==> src/rtl/display_scan_controller.sv <==
// Multiplexed BCD display scanner: one digit per slot, with a ghosting guard, leading-zero
// blanking, blink, decimal point and per-frame input latching. All outputs are registered.
module display_scan_controller #(
  parameter int unsigned N_DIGITS     = 4,
  parameter int unsigned REFRESH_DIV  = 100000,
  parameter int unsigned GUARD_CYC    = 16,
  parameter int unsigned BLINK_FRAMES = 50
) (
  input  logic                  clk_i,
  input  logic                  rst_i,
  input  logic                  enable_i,
  input  logic [4*N_DIGITS-1:0] digits_i,
  input  logic [N_DIGITS-1:0]   blink_mask_i,
  input  logic [N_DIGITS-1:0]   dp_mask_i,
  input  logic                  blank_lz_i,
  output logic [3:0]            bcd_o,
  output logic [N_DIGITS-1:0]   an_o,
  output logic                  dp_n_o,
  output logic                  slot_strobe_o
);

  localparam int unsigned PW = $clog2(REFRESH_DIV);
  localparam int unsigned IW = $clog2(N_DIGITS);
  localparam int unsigned BW = $clog2(BLINK_FRAMES + 1);

  localparam logic [PW-1:0] PrescLast = PW'(REFRESH_DIV - 1);
  localparam logic [PW-1:0] GuardEnd  = PW'(GUARD_CYC);
  localparam logic [IW-1:0] IdxLast   = IW'(N_DIGITS - 1);
  localparam logic [BW-1:0] BlinkLast = BW'(BLINK_FRAMES - 1);

  typedef enum logic [0:0] {StGuard, StShow} state_e;

  state_e                state_q, state_d;
  logic [PW-1:0]         presc_q, presc_d;
  logic [IW-1:0]         idx_q, idx_d;
  logic [BW-1:0]         blink_cnt_q, blink_cnt_d;
  logic                  blink_on_q, blink_on_d;
  logic [4*N_DIGITS-1:0] dig_lat_q, dig_lat_d;
  logic [N_DIGITS-1:0]   blink_lat_q, blink_lat_d;
  logic [N_DIGITS-1:0]   dp_lat_q, dp_lat_d;
  logic                  lz_lat_q, lz_lat_d;
  logic [3:0]            bcd_q, bcd_d;
  logic [N_DIGITS-1:0]   an_q, an_d;
  logic                  dp_n_q, dp_n_d;
  logic                  strobe_q, strobe_d;

  logic                  slot_end, frame_end;
  logic [N_DIGITS-1:0]   zero_above, blank;
  logic [3:0]            cur_digit;

  always_comb begin
    presc_d     = presc_q;
    idx_d       = idx_q;
    blink_cnt_d = blink_cnt_q;
    blink_on_d  = blink_on_q;
    dig_lat_d   = dig_lat_q;
    blink_lat_d = blink_lat_q;
    dp_lat_d    = dp_lat_q;
    lz_lat_d    = lz_lat_q;

    slot_end  = (presc_q == PrescLast);
    frame_end = slot_end && (idx_q == IdxLast);

    if (enable_i) begin
      presc_d = slot_end ? '0 : presc_q + 1'b1;
      if (slot_end) idx_d = (idx_q == IdxLast) ? '0 : idx_q + 1'b1;
      if (frame_end) begin
        dig_lat_d   = digits_i;
        blink_lat_d = blink_mask_i;
        dp_lat_d    = dp_mask_i;
        lz_lat_d    = blank_lz_i;
        if (blink_cnt_q == BlinkLast) begin
          blink_cnt_d = '0;
          blink_on_d  = ~blink_on_q;
        end else begin
          blink_cnt_d = blink_cnt_q + 1'b1;
        end
      end
    end

    state_d = (presc_d < GuardEnd) ? StGuard : StShow;

    // zero_above[i]: digit i and every more significant digit are zero
    zero_above[N_DIGITS-1] = (dig_lat_q[4*N_DIGITS-1 -: 4] == 4'd0);
    for (int i = N_DIGITS - 2; i >= 0; i--) begin
      zero_above[i] = zero_above[i+1] && (dig_lat_q[4*i +: 4] == 4'd0);
    end
    blank = (blink_lat_q & {N_DIGITS{~blink_on_q}})
          | ({N_DIGITS{lz_lat_q}} & {zero_above[N_DIGITS-1:1], 1'b0});

    cur_digit = dig_lat_q[4*int'(idx_q) +: 4];

    // Nibble is driven during the guard too so the decoder settles before the anode turns on
    bcd_d    = cur_digit;
    an_d     = '1;
    dp_n_d   = 1'b1;
    strobe_d = 1'b0;
    if (enable_i) begin
      strobe_d = (presc_q == '0);
      if (state_q == StShow && !blank[idx_q]) begin
        an_d[idx_q] = 1'b0;
        dp_n_d      = ~dp_lat_q[idx_q];
      end
    end
  end

  always_ff @(posedge clk_i) begin
    if (rst_i) begin
      state_q     <= StGuard;
      presc_q     <= '0;
      idx_q       <= '0;
      blink_cnt_q <= '0;
      blink_on_q  <= 1'b1;
      dig_lat_q   <= digits_i;
      blink_lat_q <= blink_mask_i;
      dp_lat_q    <= dp_mask_i;
      lz_lat_q    <= blank_lz_i;
      bcd_q       <= '0;
      an_q        <= '1;
      dp_n_q      <= 1'b1;
      strobe_q    <= 1'b0;
    end else begin
      state_q     <= state_d;
      presc_q     <= presc_d;
      idx_q       <= idx_d;
      blink_cnt_q <= blink_cnt_d;
      blink_on_q  <= blink_on_d;
      dig_lat_q   <= dig_lat_d;
      blink_lat_q <= blink_lat_d;
      dp_lat_q    <= dp_lat_d;
      lz_lat_q    <= lz_lat_d;
      bcd_q       <= bcd_d;
      an_q        <= an_d;
      dp_n_q      <= dp_n_d;
      strobe_q    <= strobe_d;
    end
  end

  assign bcd_o         = bcd_q;
  assign an_o          = an_q;
  assign dp_n_o        = dp_n_q;
  assign slot_strobe_o = strobe_q;

endmodule

==> config.mk <==
export PLATFORM = sky130hd
export DESIGN_NAME = display_scan_controller
export DESIGN_NICKNAME = d
export VERILOG_FILES = /design/src/rtl/display_scan_controller.sv
export SDC_FILE = /design/constraint.sdc
export NUM_CORES = 1
export LEC_CHECK = 0
export BUFFER_PORTS_ARGS = -buffer_cell sky130_fd_sc_hd__buf_2
export CORE_UTILIZATION = 59
export CTS_BUF_LIST = sky130_fd_sc_hd__clkbuf_2 sky130_fd_sc_hd__clkbuf_4 sky130_fd_sc_hd__clkbuf_8
export CTS_CLUSTER_DIAMETER = 40
export DETAILED_ROUTE_END_ITERATION = 12
export HOLD_SLACK_MARGIN = 0.05
export PLACE_DENSITY_LB_ADDON = 0.05
export SETUP_SLACK_MARGIN = 0.15
export SYNTH_ARGS = -nofsm -noshare
export SYNTH_HDL_FRONTEND = slang
export SYNTH_SLANG_ARGS = --single-unit
export TNS_END_PERCENT = 50
==> constraint.sdc <==
create_clock -name clk_i -period 3.3 [get_ports clk_i]
set_input_delay 0.165 -clock clk_i [delete_from_list [all_inputs] [get_ports clk_i]]
set_output_delay 0.165 -clock clk_i [all_outputs]
set_load 0.005 [all_outputs]
Word-level counts from Yosys, hierarchy flattened
Cells that the tools add are included.

word-level totals
  flip-flop bits (word level) = 62
  logic and storage cells = 72
  output and inout port bits = 10

cells by class
  reductions and logical operators = 18
  order comparisons = 3
  bitwise gates (word level) = 8
  multiplexer cells = 23
  $add $sub $neg = 3
  equality and inequality tests = 3
  shift operators = 1

operators by type and width
  kind                                                                           count
  16-bit 2-to-1 mux                                                              3
  17-bit 2-to-1 mux                                                              2
  4-bit 2-to-1 mux                                                               6
  17-bit by 1-bit adder with 17-bit output, second input constant                1
  17-bit equality test, second input constant                                    1
  17-bit logical NOT                                                             1
  17-bit by 5-bit less-than comparator with 1-bit output, second input constant  1
  16-bit by 5-bit variable part select with 4-bit output                         1
  4-bit logical NOT                                                              3
  4-bit AND                                                                      2
  1-bit 2-to-1 mux                                                               7
  6-bit by 1-bit adder with 6-bit output, second input constant                  1
  6-bit equality test, second input constant                                     1
  6-bit 2-to-1 mux                                                               1
  2-bit AND reduction                                                            3
  1-bit logical AND                                                              5
  1-bit binary-select mux with 2-bit select                                      2
  1-bit NOT                                                                      4
  4-bit NOT                                                                      1
  4-bit bitwise OR                                                               1
  2-bit nonzero test                                                             2
  2-bit by 3-bit less-than comparator with 1-bit output, second input constant   1
  3-bit AND reduction                                                            1
  3-bit OR reduction                                                             1
  other kinds (7)                                                                7

Longest topological paths before layout
Gate-level depths: netlist of run 1.

  depth after elaboration = 11
  depth in mapped cells = 9
  depth with buffers taken out = 7

Worst setup path before layout of run 1
No wires, ideal clock.

  kind = reg-to-reg
  start = register presc_q[0]
  end = register blink_lat_q[0] (enable)
  data arrival time = 2.222 ns
  stages on the path, launching flop included = 8
  library setup time = 0.382 ns
  slack = 0.696 ns
  period minus slack after synthesis = 2.604 ns
  cells stage by stage = dfxtp_1 > ha_1 > and4_1 > clkbuf_2 > nand4_1 > or3b_1 > buf_6 > or2b_1

between the ends
  longest elaborated chain between the ends = 4

RTL lines
  what                           line  RTL
  start: declaration             34    logic [PW-1:0] presc_q, presc_d;
  start signal: assignment       124   presc_q <= presc_d;
  17-bit equality test           61    slot_end = (presc_q == PrescLast);
  1-bit logical AND              62    frame_end = slot_end && (idx_q == IdxLast);
  2-bit nonzero test (no line)   -
  2-bit AND reduction (no line)  -
  end signal: assignment         115   blink_lat_q <= blink_mask_i;
  end signal: assignment         129   blink_lat_q <= blink_lat_d;
  end: declaration               39    logic [N_DIGITS-1:0] blink_lat_q, blink_lat_d;

No other way between the ends.
A chain may end at the register's enable or synchronous reset.

Worst setup path after layout of run 1
  start = register presc_q[0]
  end = register dig_lat_q[1] (enable)

between the ends
  longest elaborated chain between the ends = 4

RTL lines
  what                           line  RTL
  17-bit equality test           61
  1-bit logical AND              62
  2-bit nonzero test (no line)   -
  2-bit AND reduction (no line)  -
  end signal: assignment         114   dig_lat_q <= digits_i;
  end signal: assignment         128   dig_lat_q <= dig_lat_d;
  end: declaration               38    logic [4*N_DIGITS-1:0] dig_lat_q, dig_lat_d;

No other way between the ends.

==> results.yml, run 1 <==
run_status:
  status: "finished, violations left"
  violations: "DRC"
final_layout:
  utilization_pct: 77.48
  fin_cells: 367
  final_cell_mix: "dfxtp_1 (37), buf_2 (37), nor2_1 (29)"
  antennaDiodeCount: 0
  fin_nets: 346
  area_growth_pct: 24.24
  drive_above_1_share_pct: 20.95
  finish.instance_area_sq_um: 3443
floorplan:
  ios: 38
  die_y_microns: 70.54
  core_region_area_sq_um: 4444
  initial_core_util_pct: 62.36
  fp.dieArea_sq_um: 4975
  num_rows: 24
  die_w_microns: 70.54
sta:
  finalHoldViolCount: 0
  max_slew.worst_pin.slew_ns: 0.6226
  fin_ws_ns: 0.7390
  finalCritPeriodShare_pct: 77.61
  period_needed_ns: 2.561
  fin_tns_setup_ns: 0
  max_freq_mhz: 390.5
  finClkSkew_ns: 0.007299
  slew_headroom_pct: 58.11
  maxSlewViolCount: 0
  rsz0062_at_grt: "false"
  finalSetupViolCount: 0
  whs_ns: 0.1747
placed_design:
  place_congestion: 0.8683
  io_buffers: 37
  placed_cells: 326
  dpl_cell_area_sq_um: 2949
  pre_cts_ws_ns: 0.7861
  dpl.hpwl_microns: 3440
clock_network:
  ctsResizeCount: 0
  cts.clk_slew.worst_paths_ns: 0.07
  clock_sinks: 62
  h-tree-depth: 3
  clk_path_buf_depth: 2
  cts-root-buf: "clkbuf_8"
  cts_tree: "built"
  clk_latency_ns: 0.34
  cts_buffers: 9
synthesis:
  synth_flop_cell: "dfxtp_1"
  synth_edf_count: 25
  synthArstFlopShare_pct: 0
  yosys_register_bits: 62
  syn-cell-area_sq_um: 2771
  syn_inst: 252
  synth_warnings: 0
  synth_area_per_cell_sq_um: 11.00
  ys_types: 41
  ys_seq_area_share_pct: 53.81
  synthesis.nets: 288
power:
  finalPower_mw: 1.753
  intPower_mw: 1.387
  p_clk_share_pct: 46.8
  combPwrFrac_pct: 4.9
  p_switching_uw: 366.0
  pwr-share-seq_pct: 48.3
  peakVddDrop_mv: 0.4902
  powerDensity_nw_per_um2: 509.2
  p_leak_nw: 1.296
  switching_share_pct: 20.87
detailed_routing:
  drtPass1Iterations: 9
  vias: 2022
  ant_nets: 0
  viasPerCell: 5.510
  drc: 4
  wire_per_inst_microns: 15.88
  first_iter_violations: 120
  wirelength_microns: 5827
global_route:
  track_usage_pct: 26.22
  grt_max_degree: 26
  antenna_found_initial: 0
  grt_pass1_vias: 1956
  grt_pass1_wl_microns: 9584
  overflow: 0
critical_path:
  start_kind: "flip-flop"
  reg2regPathDepth: 6
  end_kind: "flip-flop"
  critical_path_class: "reg2reg"
  reg2reg_slack_ns: 0.74
  crit_required_ns: 3.31
  path_max_fanout: 25
  worst-endpoint-arrival_ns: 2.57
hold_path:
  hold_depth: 2
  holdCritPathClass: "in2reg"
job:
  max_cap_viol_count: 0
==> area by class of cell <==
| cell class | instances | area (sq um) |
|---|---|---|
| repair buffers | 63 | 442.9 |
| well taps | 52 | 65.06 |
| flip-flops and latches | 62 | 1491 |
| multi-input cells | 166 | 1170 |
| inverters | 8 | 30.03 |
| clock buffers | 9 | 123.9 |
| fillers | 262 | 1001 |
| clock inverters | 7 | 120.1 |
==> power by group through the flow <==
stage	Sequential (mW)	Combinational, mW	Clock, mW
5_1_grt	0.849	0.0945	0.868
4_1_cts	0.845	0.0836	0.824
3_5_place_dp	0.862	0.0609	0
2_1_floorplan	0.858	0.0329	0
3_3_place_gp	0.861	0.0609	0
6_report	0.846	0.0867	0.820
==> worst paths after layout <==
kind             startpoint        endpoint
max              presc_q[0]    dig_lat_q[1]
min                   rst_i        idx_q[1]
max reg2reg      presc_q[0]    dig_lat_q[1]
min reg2reg  blink_cnt_q[1]  blink_cnt_q[1]
==> flip-flops by register name, indices dropped and copies added, names as in the netlist <==
register,count
blink_on_q,1
bcd_o,4
state_q,1
an_o,4
blink_lat_q,4
dig_lat_q,16
presc_q,17
dp_lat_q,4
dp_n_o,1
lz_lat_q,1
slot_strobe_o,1
idx_q,2
blink_cnt_q,6
==> timing repair <==
action / CTS / global route
setup buffers: 0 / 0
hold endpoints to repair: 25 / 0
hold buffers: 25 / 0
endpoints found under the setup margin: 0 / 0
==> Yosys cell counts (6+ instances only) <==
| master | number | area [sq um] |
|---|---|---|
| nor2_1 | 29 | 108.9 |
| xor2_1 | 10 | 87.58 |
| a21oi_1 | 6 | 30.03 |
| nand3_1 | 7 | 35.03 |
| nor2b_1 | 6 | 37.54 |
| dfxtp_1 | 37 | 740.7 |
| mux2i_1 | 6 | 60.06 |
| edfxtp_1 | 25 | 750.7 |
| inv_1 | 8 | 30.03 |
| nand4_1 | 8 | 50.05 |
| xnor2_1 | 14 | 122.6 |
| nand2_1 | 17 | 63.81 |
| ha_1 | 8 | 100.1 |
| clkbuf_1 | 10 | 37.54 |
| nor4_1 | 7 | 43.79 |
==> routing by layer <==
layer	global-route usage [%]	wire length (microns)
met1	35.50	2715
met2	39.81	2721
met3	6.838	283
met4	12.67	106
met5	0	0
==> worst max-delay path, cell delays in order, from the launching register on <==
cell and delay [ns]:
dfxtp_1 0.39, ha_1 0.23, and4_1 0.33, nand4_1 0.21
or3b_1 0.54, or2b_1 0.21, buf_4 0.31
==> logic make-up (layout without fill, tap and decap cells) <==
family	Yosys count	count (layout)	share of synthesized area [%]
AO/OA/AOI/OAI	16	16	3.657
multiplexers	11	11	6.230
XOR/XNOR	24	24	7.585
flip-flops	62	62	53.81
AND/OR/NAND/NOR	107	107	21.13
buffers and inverters	24	87	3.973
adder cells (fa/ha/maj)	8	8	3.612
Note: power is estimated with default switching activity, not from simulation.
==> run 2: changes to the inputs <==
- ABC_AREA: not set -> 1
- CORE_UTILIZATION: 59 -> 54
- clock period: 3.3 -> 2.3 ns (I/O delays scaled with it)
==> run 2 against run 1 <==
  * Critical endpoint is now dp_lat_q[3]
  * Design area rose by 5.9%
  * The run now ends clean
  * Clock-buffer cell count unchanged
  * Routed wire length increased by 13%
  * Highest routed layer unchanged
  * Worst hold slack got worse by 0.025 ns
==> results.yml, run 2 <==
placed_design:
  io_buffers: 37
  placed_cells: 450
  place_congestion: 0.8573
  dpl_cell_area_sq_um: 3201
  dpl.hpwl_microns: 4471
synthesis:
  synthesis.nets: 383
  ys_top_cells_by_count: "nand2_1 (63), nor2_1 (51), inv_1 (38), dfxtp_1 (37), nand3_1 (26)"
  yosysTopAreaCellShare_pct: 25.54
  ys_seq_area_share_pct: 50.74
  synth_edf_count: 25
  synth_area_leader_cell: "edfxtp_1"
  syn-cell-area_sq_um: 2939
  synthArstFlopShare_pct: 0
  yosys_register_bits: 62
  syn_inst: 347
  synth_flop_cell: "dfxtp_1"
  synth_warnings: 0
  synth_area_per_cell_sq_um: 8.470
  synth_most_common_cell: "nand2_1"
  synth_area_leaders: "edfxtp_1 (26%), dfxtp_1 (25%), nand2_1 (8.0%), nor2_1 (6.5%), inv_1 (4.9%)"
  ys_types: 32
clock_network:
  cts_buffers: 9
  cts_tree: "built"
  postCtsSetupBuffers: 0
  clock_sinks: 62
  cts.clk_slew.worst_paths_ns: 0.07
  clk_latency_ns: 0.34
  h-tree-depth: 3
  cts-root-buf: "clkbuf_8"
  clk_path_buf_depth: 2
sta:
  fin_tns_setup_ns: 0
  maxSlewViolCount: 0
  finalCritPeriodShare_pct: 82.67
  finalSetupViolCount: 0
  rsz0062_at_grt: "false"
  max_slew.worst_pin.slew_ns: 0.5702
  finalHoldViolCount: 0
  whs_ns: 0.1495
  period_needed_ns: 1.901
  slew_headroom_pct: 61.70
  max_freq_mhz: 525.9
  finClkSkew_ns: 0.008925
run_status:
  status: "complete, no violations"
global_route:
  grt.met1_usage_pct: 33.22
  overflow: 0
  use_met2_pct: 40.61
  busiest_layer: "met2"
  grt_pass1_wl_microns: 10580
  antenna_found_initial: 0
  track_usage_pct: 25.34
  use_met3_pct: 4.762
  grt_pass1_vias: 2360
  grt_max_degree: 27
detailed_routing:
  wire_per_inst_microns: 13.40
  first_iter_violations: 163
  wirelength_microns: 6577
  viasPerCell: 5.100
  vias: 2504
  drc: 0
  ant_nets: 0
  drtPass1Iterations: 5
hold_path:
  min_from: "enable_i"
  holdCritPathClass: "in2reg"
  holdPathEnd: "presc_q[0]"
  hold_depth: 3
critical_path:
  reg2reg_slack_ns: 0.40
  reg2regPathDepth: 8
  timing.rr.start: "presc_q[1]"
  critical_path_class: "reg2reg"
  worst-endpoint-arrival_ns: 1.90
  start_kind: "flip-flop"
  r2r_end: "dp_lat_q[3]"
  path_max_fanout: 26
  end_kind: "flip-flop"
  crit_required_ns: 2.30
final_layout:
  fin_nets: 452
  largestRegisters: "presc_q (17), dig_lat_q (16), blink_cnt_q (6)"
  final_common_cell: "nand2_1"
  fin_cells: 491
  fillCellCount: 420
  finish.instance_area_sq_um: 3647
  final_cell_mix: "nand2_1 (63), nor2_1 (51), inv_1 (38)"
  largest-register: "presc_q"
  seq_area_sq_um: 1491
  largest_reg_flops: 17
  multi_input_area_sq_um: 1246
  area_growth_pct: 24.10
  antennaDiodeCount: 0
  drive_above_1_share_pct: 18.76
floorplan:
  ios: 38
  die_w_microns: 75.78
  num_rows: 26
  die_y_microns: 75.78
  fp.dieArea_sq_um: 5742
  core_region_area_sq_um: 5172
  initial_core_util_pct: 56.82
job:
  max_cap_viol_count: 0
power:
  peakVddDrop_mv: 0.4317
  p_leak_nw: 1.487
  powerDensity_nw_per_um2: 625.6
-- run 2: cell types whose count changed after synthesis, sizes merged, moves of 5 or more --
cell and change:
a21oi +12, clkbuf -8, inv +34, mux2i -6, mux4 -5, nand2 +51
nand3 +20, nand4 +8, nor2 +30, nor2b -7, nor4 -5, o21ai +9
xnor2 -14
-- run 2: cell type report --
class / instances / area share [%]
inverter: 42 / 4.391
multi-input combinational: 235 / 34.17
timing repair buffer: 66 / 12.76
tap: 70 / 2.401
sequential: 62 / 40.89
clock buffer: 9 / 3.396
clock inverter: 7 / 1.990
-- run 2: kinds of logic (layout without fill, tap and decap cells) --
family / Yosys count / after routing / synth area share (%)
xor gates and xnor gates: 7 / 7 / 2.086
and+or+nand+nor: 184 / 184 / 29.88
DFF: 62 / 62 / 50.74
adders and majority gates: 8 / 8 / 3.406
AOI/OAI and AO/OA: 36 / 36 / 7.025
buffers and inverters: 50 / 124 / 6.854
-- run 2: what timing repair did --
| action | in CTS | in global routing |
|---|---|---|
| resized for setup | 0 | 0 |
| hold endpoints to repair | 25 | 0 |
| hold buffers | 25 | 0 |
-- run 2: stage by stage --
| step | utilization [%] | power [mW] | setup slack (ns) |
|---|---|---|---|
| after CTS | 70.51 | 2.291 | 0.4094 |
| after global placement | 61.88 | 1.319 | 0.4745 |
| final | 70.51 | 2.282 | 0.3986 |
| after detailed placement | 61.88 | 1.320 | 0.4145 |
| after floorplan | - | 1.275 | 0.2997 |
| after global routing | 70.51 | 2.353 | 0.2999 |
-- run 2: worst max path at each step --
stage,slack [ns],from,to,depth (start not counted)
2_1_floorplan,0.30,presc_q[0],blink_lat_q[0],7
3_3_place_gp,0.47,presc_q[0],dig_lat_q[7],8
3_5_place_dp,0.41,presc_q[1],dig_lat_q[2],8
4_1_cts,0.41,presc_q[1],dp_lat_q[3],8
5_1_grt,0.30,presc_q[1],blink_lat_q[2],8
6_report,0.40,presc_q[1],dp_lat_q[3],8
-- run 2: worst max-delay path: stages (launching register included) --
cell	delay, ns
dfxtp_1	0.38
ha_1	0.23
nand2_2	0.11
nor2_4	0.15
nand3b_4	0.12
inv_2	0.10
nand2_2	0.08
nand2_1	0.07
buf_4	0.32
-- run 2: routing by layer --
layer | vias to the layer above | part of all wire, %
met4 | 0 | 2.3
li1 | 1295 | -
met5 | - | 0
met2 | 63 | 48
met3 | 18 | 3.8
met1 | 1128 | 46
-- run 2: report_power, final --
group	internal [mW]	leakage (nW)	switching, mW
sequential	1.19	0.545	0.0168
clock	0.501	0.0956	0.448
combinational	0.0635	0.847	0.0610
